## src/rtl/dm_cmd_pkg.sv

```systemverilog
// ---------------------------------------------------------------------------
// dm_cmd_pkg
// Shared definitions for the datamover command responder: command-word field
// offsets, status-byte bit positions and the per-channel FSM state encoding.
// ---------------------------------------------------------------------------
package dm_cmd_pkg;

    // Command word layout (72 bits)
    localparam int unsigned CMD_W     = 72;
    localparam int unsigned BTT_LSB   = 0;
    localparam int unsigned BTT_W     = 23;
    localparam int unsigned TYPE_BIT  = 23;
    localparam int unsigned DSA_LSB   = 24;
    localparam int unsigned DSA_W     = 6;
    localparam int unsigned EOF_BIT   = 30;
    localparam int unsigned DRR_BIT   = 31;
    localparam int unsigned SADDR_LSB = 32;
    localparam int unsigned SADDR_W   = 32;
    localparam int unsigned TAG_LSB   = 64;
    localparam int unsigned TAG_W     = 4;
    localparam int unsigned RSVD_LSB  = 68;
    localparam int unsigned RSVD_W    = 4;

    // Status byte layout
    localparam int unsigned STS_W          = 8;
    localparam int unsigned STS_TAG_LSB    = 0;
    localparam int unsigned STS_INTERR_BIT = 4;
    localparam int unsigned STS_DECERR_BIT = 5;
    localparam int unsigned STS_SLVERR_BIT = 6;
    localparam int unsigned STS_OKAY_BIT   = 7;

    // Per-channel FSM states
    typedef enum logic [1:0] {
        CH_IDLE = 2'd0,
        CH_BUSY = 2'd1,
        CH_STS  = 2'd2
    } chan_state_e;

endpackage : dm_cmd_pkg

```

## src/rtl/dm_chan_responder.sv

```systemverilog
// ---------------------------------------------------------------------------
// dm_chan_responder
// One datamover channel: accepts a command, models a fixed-latency transfer
// of ceil(BTT / BYTES_PER_BEAT) beats, then presents a status byte until it
// is taken. A successful transfer also pulses xfer_cmplt alongside the first
// cycle of sts_tvalid.
//
// Ports
//   clk, rst_n            clock, asynchronous active-low reset
//   cmd_tdata/tvalid/tready   command stream (slave)
//   sts_tdata/tvalid/tready   status stream (master)
//   xfer_cmplt            one-cycle pulse on OKAY completion
//
// CMD_LATENCY must be at least 1.
// ---------------------------------------------------------------------------
module dm_chan_responder
    import dm_cmd_pkg::*;
#(
    parameter int unsigned BYTES_PER_BEAT = 4,
    parameter int unsigned CMD_LATENCY    = 4,
    parameter logic [31:0] ADDR_LIMIT     = 32'h4000_0000
) (
    input  logic             clk,
    input  logic             rst_n,
    input  logic [CMD_W-1:0] cmd_tdata,
    input  logic             cmd_tvalid,
    output logic             cmd_tready,
    output logic [STS_W-1:0] sts_tdata,
    output logic             sts_tvalid,
    input  logic             sts_tready,
    output logic             xfer_cmplt
);

    localparam int unsigned BEAT_SHIFT = $clog2(BYTES_PER_BEAT);
    localparam logic [23:0] ROUND_ADD  = 24'(BYTES_PER_BEAT - 1);
    localparam logic [31:0] LATENCY    = 32'(CMD_LATENCY);

    chan_state_e      state_q, state_d;
    logic [31:0]      cnt_q;       // BUSY cycles remaining after this one
    logic [STS_W-1:0] sts_q;
    logic             cmplt_q;
    logic             out_en_q;    // holds cmd_tready low until the first edge after reset

    // Command fields
    logic [BTT_W-1:0]   cmd_btt;
    logic               cmd_incr;
    logic [SADDR_W-1:0] cmd_saddr;
    logic [TAG_W-1:0]   cmd_tag;
    logic               unused_cmd_bits;

    assign cmd_btt   = cmd_tdata[BTT_LSB +: BTT_W];
    assign cmd_incr  = cmd_tdata[TYPE_BIT];
    assign cmd_saddr = cmd_tdata[SADDR_LSB +: SADDR_W];
    assign cmd_tag   = cmd_tdata[TAG_LSB +: TAG_W];
    assign unused_cmd_bits = ^{cmd_tdata[DSA_LSB +: DSA_W], cmd_tdata[EOF_BIT],
                               cmd_tdata[DRR_BIT], cmd_tdata[RSVD_LSB +: RSVD_W]};

    // Classification and BUSY duration, evaluated on the incoming command
    logic [23:0]      btt_rounded;
    logic [23:0]      beats;
    logic [32:0]      end_addr;
    logic             interr;
    logic             decerr;
    logic [31:0]      busy_load;
    logic [STS_W-1:0] sts_new;
    logic             accept;

    // NOTE: every signal driven from always_comb gets a default first so no path leaves it unassigned (no latch).
    always_comb begin
        btt_rounded = {1'b0, cmd_btt} + ROUND_ADD;   // 24 bits: cannot overflow
        beats       = btt_rounded >> BEAT_SHIFT;
        end_addr    = {1'b0, cmd_saddr} + {10'd0, cmd_btt};
        interr      = (cmd_btt == '0) || !cmd_incr;
        decerr      = !interr && (end_addr > {1'b0, ADDR_LIMIT});

        // Counter holds (cycles - 1) so BUSY lasts exactly the target count
        if (interr)
            busy_load = LATENCY - 32'd1;
        else
            busy_load = LATENCY + {8'd0, beats} - 32'd1;

        sts_new                               = '0;
        sts_new[STS_TAG_LSB +: TAG_W]         = cmd_tag;
        sts_new[STS_INTERR_BIT]               = interr;
        sts_new[STS_DECERR_BIT]               = decerr;
        sts_new[STS_SLVERR_BIT]               = 1'b0;
        sts_new[STS_OKAY_BIT]                 = !interr && !decerr;
    end

    assign cmd_tready = out_en_q && (state_q == CH_IDLE);
    assign accept     = cmd_tvalid && cmd_tready;

    // Next-state logic
    always_comb begin
        state_d = state_q;
        unique case (state_q)
            CH_IDLE: if (accept)          state_d = CH_BUSY;
            CH_BUSY: if (cnt_q == '0)     state_d = CH_STS;
            CH_STS:  if (sts_tready)      state_d = CH_IDLE;
            default:                      state_d = CH_IDLE;
        endcase
    end

    // NOTE: sequential state uses non-blocking assignments so all registers update from pre-edge values.
    always_ff @(posedge clk or negedge rst_n) begin
        if (!rst_n) begin
            state_q  <= CH_IDLE;
            cnt_q    <= '0;
            sts_q    <= '0;
            cmplt_q  <= 1'b0;
            out_en_q <= 1'b0;
        end else begin
            state_q  <= state_d;
            out_en_q <= 1'b1;
            if (accept) begin
                cnt_q <= busy_load;
                sts_q <= sts_new;
            end else if (state_q == CH_BUSY && cnt_q != '0) begin
                cnt_q <= cnt_q - 32'd1;
            end
            // Pulse aligned with the first STS cycle, only for OKAY
            cmplt_q <= (state_q == CH_BUSY) && (state_d == CH_STS) && sts_q[STS_OKAY_BIT];
        end
    end

    assign sts_tvalid = (state_q == CH_STS);
    assign sts_tdata  = sts_tvalid ? sts_q : '0;
    assign xfer_cmplt = cmplt_q;

endmodule : dm_chan_responder

```

## src/rtl/dm_cmd_responder.sv

```systemverilog
// ---------------------------------------------------------------------------
// dm_cmd_responder
// Datamover command/status responder with independent MM2S (read) and S2MM
// (write) channels. Each channel accepts one 72-bit command at a time and
// returns one status byte after a modelled transfer.
//
// Ports
//   clk, rst_n                        clock, asynchronous active-low reset
//   s_axis_mm2s_cmd_*, s_axis_s2mm_cmd_*   command streams in
//   m_axis_mm2s_sts_*, m_axis_s2mm_sts_*   status streams out
//   mm2s_rd_xfer_cmplt, s2mm_wr_xfer_cmplt completion pulses
// ---------------------------------------------------------------------------
module dm_cmd_responder
    import dm_cmd_pkg::*;
#(
    parameter int unsigned BYTES_PER_BEAT = 4,
    parameter int unsigned CMD_LATENCY    = 4,
    parameter logic [31:0] ADDR_LIMIT     = 32'h4000_0000
) (
    input  logic        clk,
    input  logic        rst_n,
    input  logic [71:0] s_axis_mm2s_cmd_tdata,
    input  logic        s_axis_mm2s_cmd_tvalid,
    output logic        s_axis_mm2s_cmd_tready,
    input  logic [71:0] s_axis_s2mm_cmd_tdata,
    input  logic        s_axis_s2mm_cmd_tvalid,
    output logic        s_axis_s2mm_cmd_tready,
    output logic [7:0]  m_axis_mm2s_sts_tdata,
    output logic        m_axis_mm2s_sts_tvalid,
    input  logic        m_axis_mm2s_sts_tready,
    output logic [7:0]  m_axis_s2mm_sts_tdata,
    output logic        m_axis_s2mm_sts_tvalid,
    input  logic        m_axis_s2mm_sts_tready,
    output logic        mm2s_rd_xfer_cmplt,
    output logic        s2mm_wr_xfer_cmplt
);

    dm_chan_responder #(
        .BYTES_PER_BEAT (BYTES_PER_BEAT),
        .CMD_LATENCY    (CMD_LATENCY),
        .ADDR_LIMIT     (ADDR_LIMIT)
    ) u_mm2s (
        .clk        (clk),
        .rst_n      (rst_n),
        .cmd_tdata  (s_axis_mm2s_cmd_tdata),
        .cmd_tvalid (s_axis_mm2s_cmd_tvalid),
        .cmd_tready (s_axis_mm2s_cmd_tready),
        .sts_tdata  (m_axis_mm2s_sts_tdata),
        .sts_tvalid (m_axis_mm2s_sts_tvalid),
        .sts_tready (m_axis_mm2s_sts_tready),
        .xfer_cmplt (mm2s_rd_xfer_cmplt)
    );

    dm_chan_responder #(
        .BYTES_PER_BEAT (BYTES_PER_BEAT),
        .CMD_LATENCY    (CMD_LATENCY),
        .ADDR_LIMIT     (ADDR_LIMIT)
    ) u_s2mm (
        .clk        (clk),
        .rst_n      (rst_n),
        .cmd_tdata  (s_axis_s2mm_cmd_tdata),
        .cmd_tvalid (s_axis_s2mm_cmd_tvalid),
        .cmd_tready (s_axis_s2mm_cmd_tready),
        .sts_tdata  (m_axis_s2mm_sts_tdata),
        .sts_tvalid (m_axis_s2mm_sts_tvalid),
        .sts_tready (m_axis_s2mm_sts_tready),
        .xfer_cmplt (s2mm_wr_xfer_cmplt)
    );

endmodule : dm_cmd_responder

```

## config.mk

```make
export PLATFORM = sky130hd
export DESIGN_NAME = dm_cmd_responder
export DESIGN_NICKNAME = d
export VERILOG_FILES = /design/src/rtl/dm_cmd_pkg.sv /design/src/rtl/dm_chan_responder.sv /design/src/rtl/dm_cmd_responder.sv
export SDC_FILE = /design/constraint.sdc
export NUM_CORES = 1
export LEC_CHECK = 0
export ABC_AREA = 1
export CAP_MARGIN = 20
export CORE_UTILIZATION = 56
export CTS_BUF_LIST = sky130_fd_sc_hd__clkbuf_2
export CTS_CLUSTER_DIAMETER = 40
export DETAILED_ROUTE_END_ITERATION = 12
export PLACE_DENSITY = 0.82
export REMOVE_ABC_BUFFERS = 1
export SKIP_CTS_REPAIR_TIMING = 1
export SLEW_MARGIN = 20
export SYNTH_ARGS = -nofsm -noshare
export SYNTH_HDL_FRONTEND = slang
export SYNTH_HIERARCHICAL = 1
export SYNTH_SLANG_ARGS = --single-unit
```

## constraint.sdc

```tcl
create_clock -name clk -period 3 [get_ports clk]
set_clock_uncertainty 0.2 [all_clocks]
set_input_delay 0.3 -clock clk [delete_from_list [all_inputs] [get_ports clk]]
set_output_delay 0.3 -clock clk [all_outputs]
set_load 0.01 [all_outputs]
```

==> summary.md <==
| Metric | Value |
|---|---|
| Slew Viols, Final | 0 |
| Vias | 14100 |
| Vias in the first global route | 12700 |
| Drt wl/cell | 12.8 µm |
| Total Nets Final | 2626 |
| Combinational Power Share | 0.574 |
| Startpoint class of the critical path | flop |
| Final WL | 34.5 mm |
| Row count | 52 |
| I/O pin count | 172 |
| Die H | 148 µm |
| Min Tclk post-route | 2.76 ns |
| Fin area | 14600 µm² |
| Static leakage | 7.96 nW |
| IO buf count | 145 |
| Drc violations | 0 |
| Worst Setup End Kind | flop |
| Placed Area | 14500 µm² |
| GRT Util Overall | 0.318 |
| WP data required | 3.29 ns |
| Post-DP HPWL | 28.8 mm |
| Area delta synth->final | 23.0% |
| Total of warnings raised by yosys | 6 |
| Antenna violations before repair | 2 |
| Total grt overflow | 0 |
| Fin cells | 2701 |
| PwrDens | 402 nW/µm² |
| H-Tree Depth | 3 |
| Fin crit share | 0.920 |
| Die Wd | 148 µm |
| CTS sink cnt | 86 |
| Final Worst Setup Slack | 0.239 ns |
| Root buf cell | clkbuf_2 |
| Number of flops mapped to enable cells by yosys | 0 |
| Crit Path Class | reg -> reg |
| Avg Vias per Cell | 5.20 |
| Fin. Hold Viols | 0 |
| Sequential Power Share | 0.316 |
| Antenna-violating nets left | 0 |
| Gpl congestion | 0.982 |
| Placed cells | 2682 |
| CTS max path bufs | 2 |
| # fillers | 1953 |
| Most Crowded Layer GR | met2 |
| TritonCTS clock tree | built |
| Ys flop type | dfrtp_1 |
| Share of layout cells above drive strength 1 | 0.0881 |
| Fmax | 0.362 GHz |
| DR iter-0 viols | 1080 |
| Critical path peak fanout | 6 |
| Net Switching | 0.00280 W |
| Setup repair after global routing missed its margin | false |
| Largest net degree at the start of global routing | 87 |
| Synthesized area per cell | 5.47 µm² |
| Final setup vio count | 0 |
| Register bit count reported by yosys | 86 |
| Async set or reset register ratio after synthesis | 1.00 |
| CTS buffer count | 9 |
| WP data arrival | 3.05 ns |
| M3 GR Usage | 0.0210 |
| Die area | 21800 µm² |
| Max_cap viols | 0 |
| Worst min path class | in -> async |
| Cells after Synth | 2167 |
| Sw Ratio | 0.478 |
| Peak VDD IR | 0.321 mV |
| Met2 GRT Util | 0.527 |
| Post-synth top area cell | nand2_1 |
| Clock power frac | 0.110 |
| CORE AREA | 20500 µm² |
| Slew Limit Headroom | 0.544 |
| Status | finished clean |
| Internal power | 0.00306 W |
| Top-area cell type share of the netlist area | 0.228 |
| GR Util met1 | 0.449 |
| Post-synth cell types | 52 |
| Ranking of synthesized cells by area | nand2_1 (23%), dfrtp_1 (18%), inv_1 (12%) |
| Synth Cell Area | 11900 µm² |
| Seq/Total Area, Yosys | 0.181 |
| Post-place setup slack | -0.135 ns |
| CTS clk-pin slew, worst paths | 0.25 ns |
| Pre-antenna DRT Iters | 6 |
| Clk Latency, worst-skew pair | 0.59 ns |
| Starting Density | 0.579 |
| Worst-Margin Slew | 0.683 ns |
| First-pass GRT wire length | 57.7 mm |
worst max-delay path: stages, from the launching register on:
cell and delay (ns):
dfrtp_1 0.44, inv_1 0.15, ha_1 0.19, inv_1 0.07, nor2_1 0.19, nand3_1 0.15
nor3_2 0.29, nand2_1 0.17, nor2_2 0.19, nand3_1 0.10, nor2_1 0.22, nand2_1 0.10
o21ai_0 0.15, a21oi_1 0.06
per-stage QoR:
stage,util,total power (W),hold slack [ns],TNS [ns]
after CTS,0.711,0.00584,-0.506,0
after global placement,0.705,0.00507,0.165,-0.178
after global routing,0.712,0.00641,0.0200,0
after detailed placement,0.705,0.00518,0.165,-0.475
after floorplan,-,0.00400,-0.196,0
final,0.712,0.00587,0.0331,0
synthesized netlist by cell type (all sizes together) (8+ instances only):
cell	n
nand4	51
nand2	735
and2	11
nor2	297
nor4	13
inv	400
nor3	50
dfrtp	86
nand3	171
xor2	29
a31oi	20
ha	50
or2	9
clkbuf	8
buf	12
o21ai	85
a21oi	89
state kept, by name (all words and copies together), names as in the netlist:
| signal | cells |
|---|---|
| u_mm2s/cnt_q | 32 |
| u_s2mm/cnt_q | 32 |
| u_mm2s/sts_q | 7 |
| u_s2mm/sts_q | 7 |
| u_mm2s/state_q | 2 |
| u_s2mm/state_q | 2 |
| u_mm2s/out_en_q | 1 |
| u_mm2s/xfer_cmplt | 1 |
| u_s2mm/out_en_q | 1 |
| u_s2mm/xfer_cmplt | 1 |
kinds of logic (layout without fill, tap and decap cells):
group	count (synthesis)	count (layout)	synth area share
DFF	86	86	0.181
other	4	6	0.00127
buffers and inverters	423	685	0.137
and+or+nand+nor	1349	1349	0.497
xor gates and xnor gates	36	36	0.0282
AOI/OAI and AO/OA	217	217	0.0994
adders and majority gates	52	52	0.0561
power groups by stage:
stage	combinational [W]	sequential (W)	clock, W
after floorplan	0.00221	0.00180	0
after global placement	0.00322	0.00186	0
after detailed placement	0.00331	0.00187	0
after CTS	0.00333	0.00185	0.000662
after global routing	0.00380	0.00191	0.000701
final	0.00337	0.00186	0.000645
final timing paths:
path                                              from                 to  slack (ns)  cells after the start
worst max-delay path                   u_s2mm/cnt_q[0]   u_s2mm/cnt_q[28]        0.24                     13
worst min-delay path                             rst_n    u_s2mm/cnt_q[5]        0.03                      3
worst max register to register         u_s2mm/cnt_q[0]   u_s2mm/cnt_q[28]        0.24                     13
worst min register to register        u_s2mm/cnt_q[30]   u_s2mm/cnt_q[30]        0.28                      1
max in group asynchronous                        rst_n   u_mm2s/cnt_q[15]        2.17                      3
min in group clk                m_axis_mm2s_sts_tready  u_mm2s/state_q[1]        0.06                      2
area by class of cell:
cell class,instances,area (µm²),area share
clock buffer,9,45.0,0.00309
sequential,86,2150,0.147
timing repair buffer,266,2370,0.163
inverter,403,1510,0.104
multi-input combinational,1658,8090,0.554
clock inverter,7,80.1,0.00549
antenna,2,5.00,0.000343
tap,270,338,0.0232
routing by layer:
layer / routed length, µm / vias up / part of all wire
met5: 0 / - / 0
met4: 588 / 0 / 0.017
met3: 2130 / 40 / 0.062
met2: 15500 / 443 / 0.45
met1: 16300 / 6249 / 0.47
li1: - / 7325 / -
layout by cell type, fill, tap and decap left out, types with 9 or more instances in the layout:
cell               n
nor4_1            12
buf_4            120
nor3_1            45
and2_1            11
nor2_2            17
a31oi_1           20
clkdlybuf4s50_1  144
inv_2              9
ha_1              50
o21ai_0           70
a21oi_1           88
nand2_2           11
o21ai_1           15
nand3_1          166
nor2_1           263
inv_1            391
nand4_1           51
dfrtp_1           86
nor2_4            15
xor2_1            28
nand2_1          722
clkbuf_2           9
No activity file was read; power rests on OpenSTA's default activity.
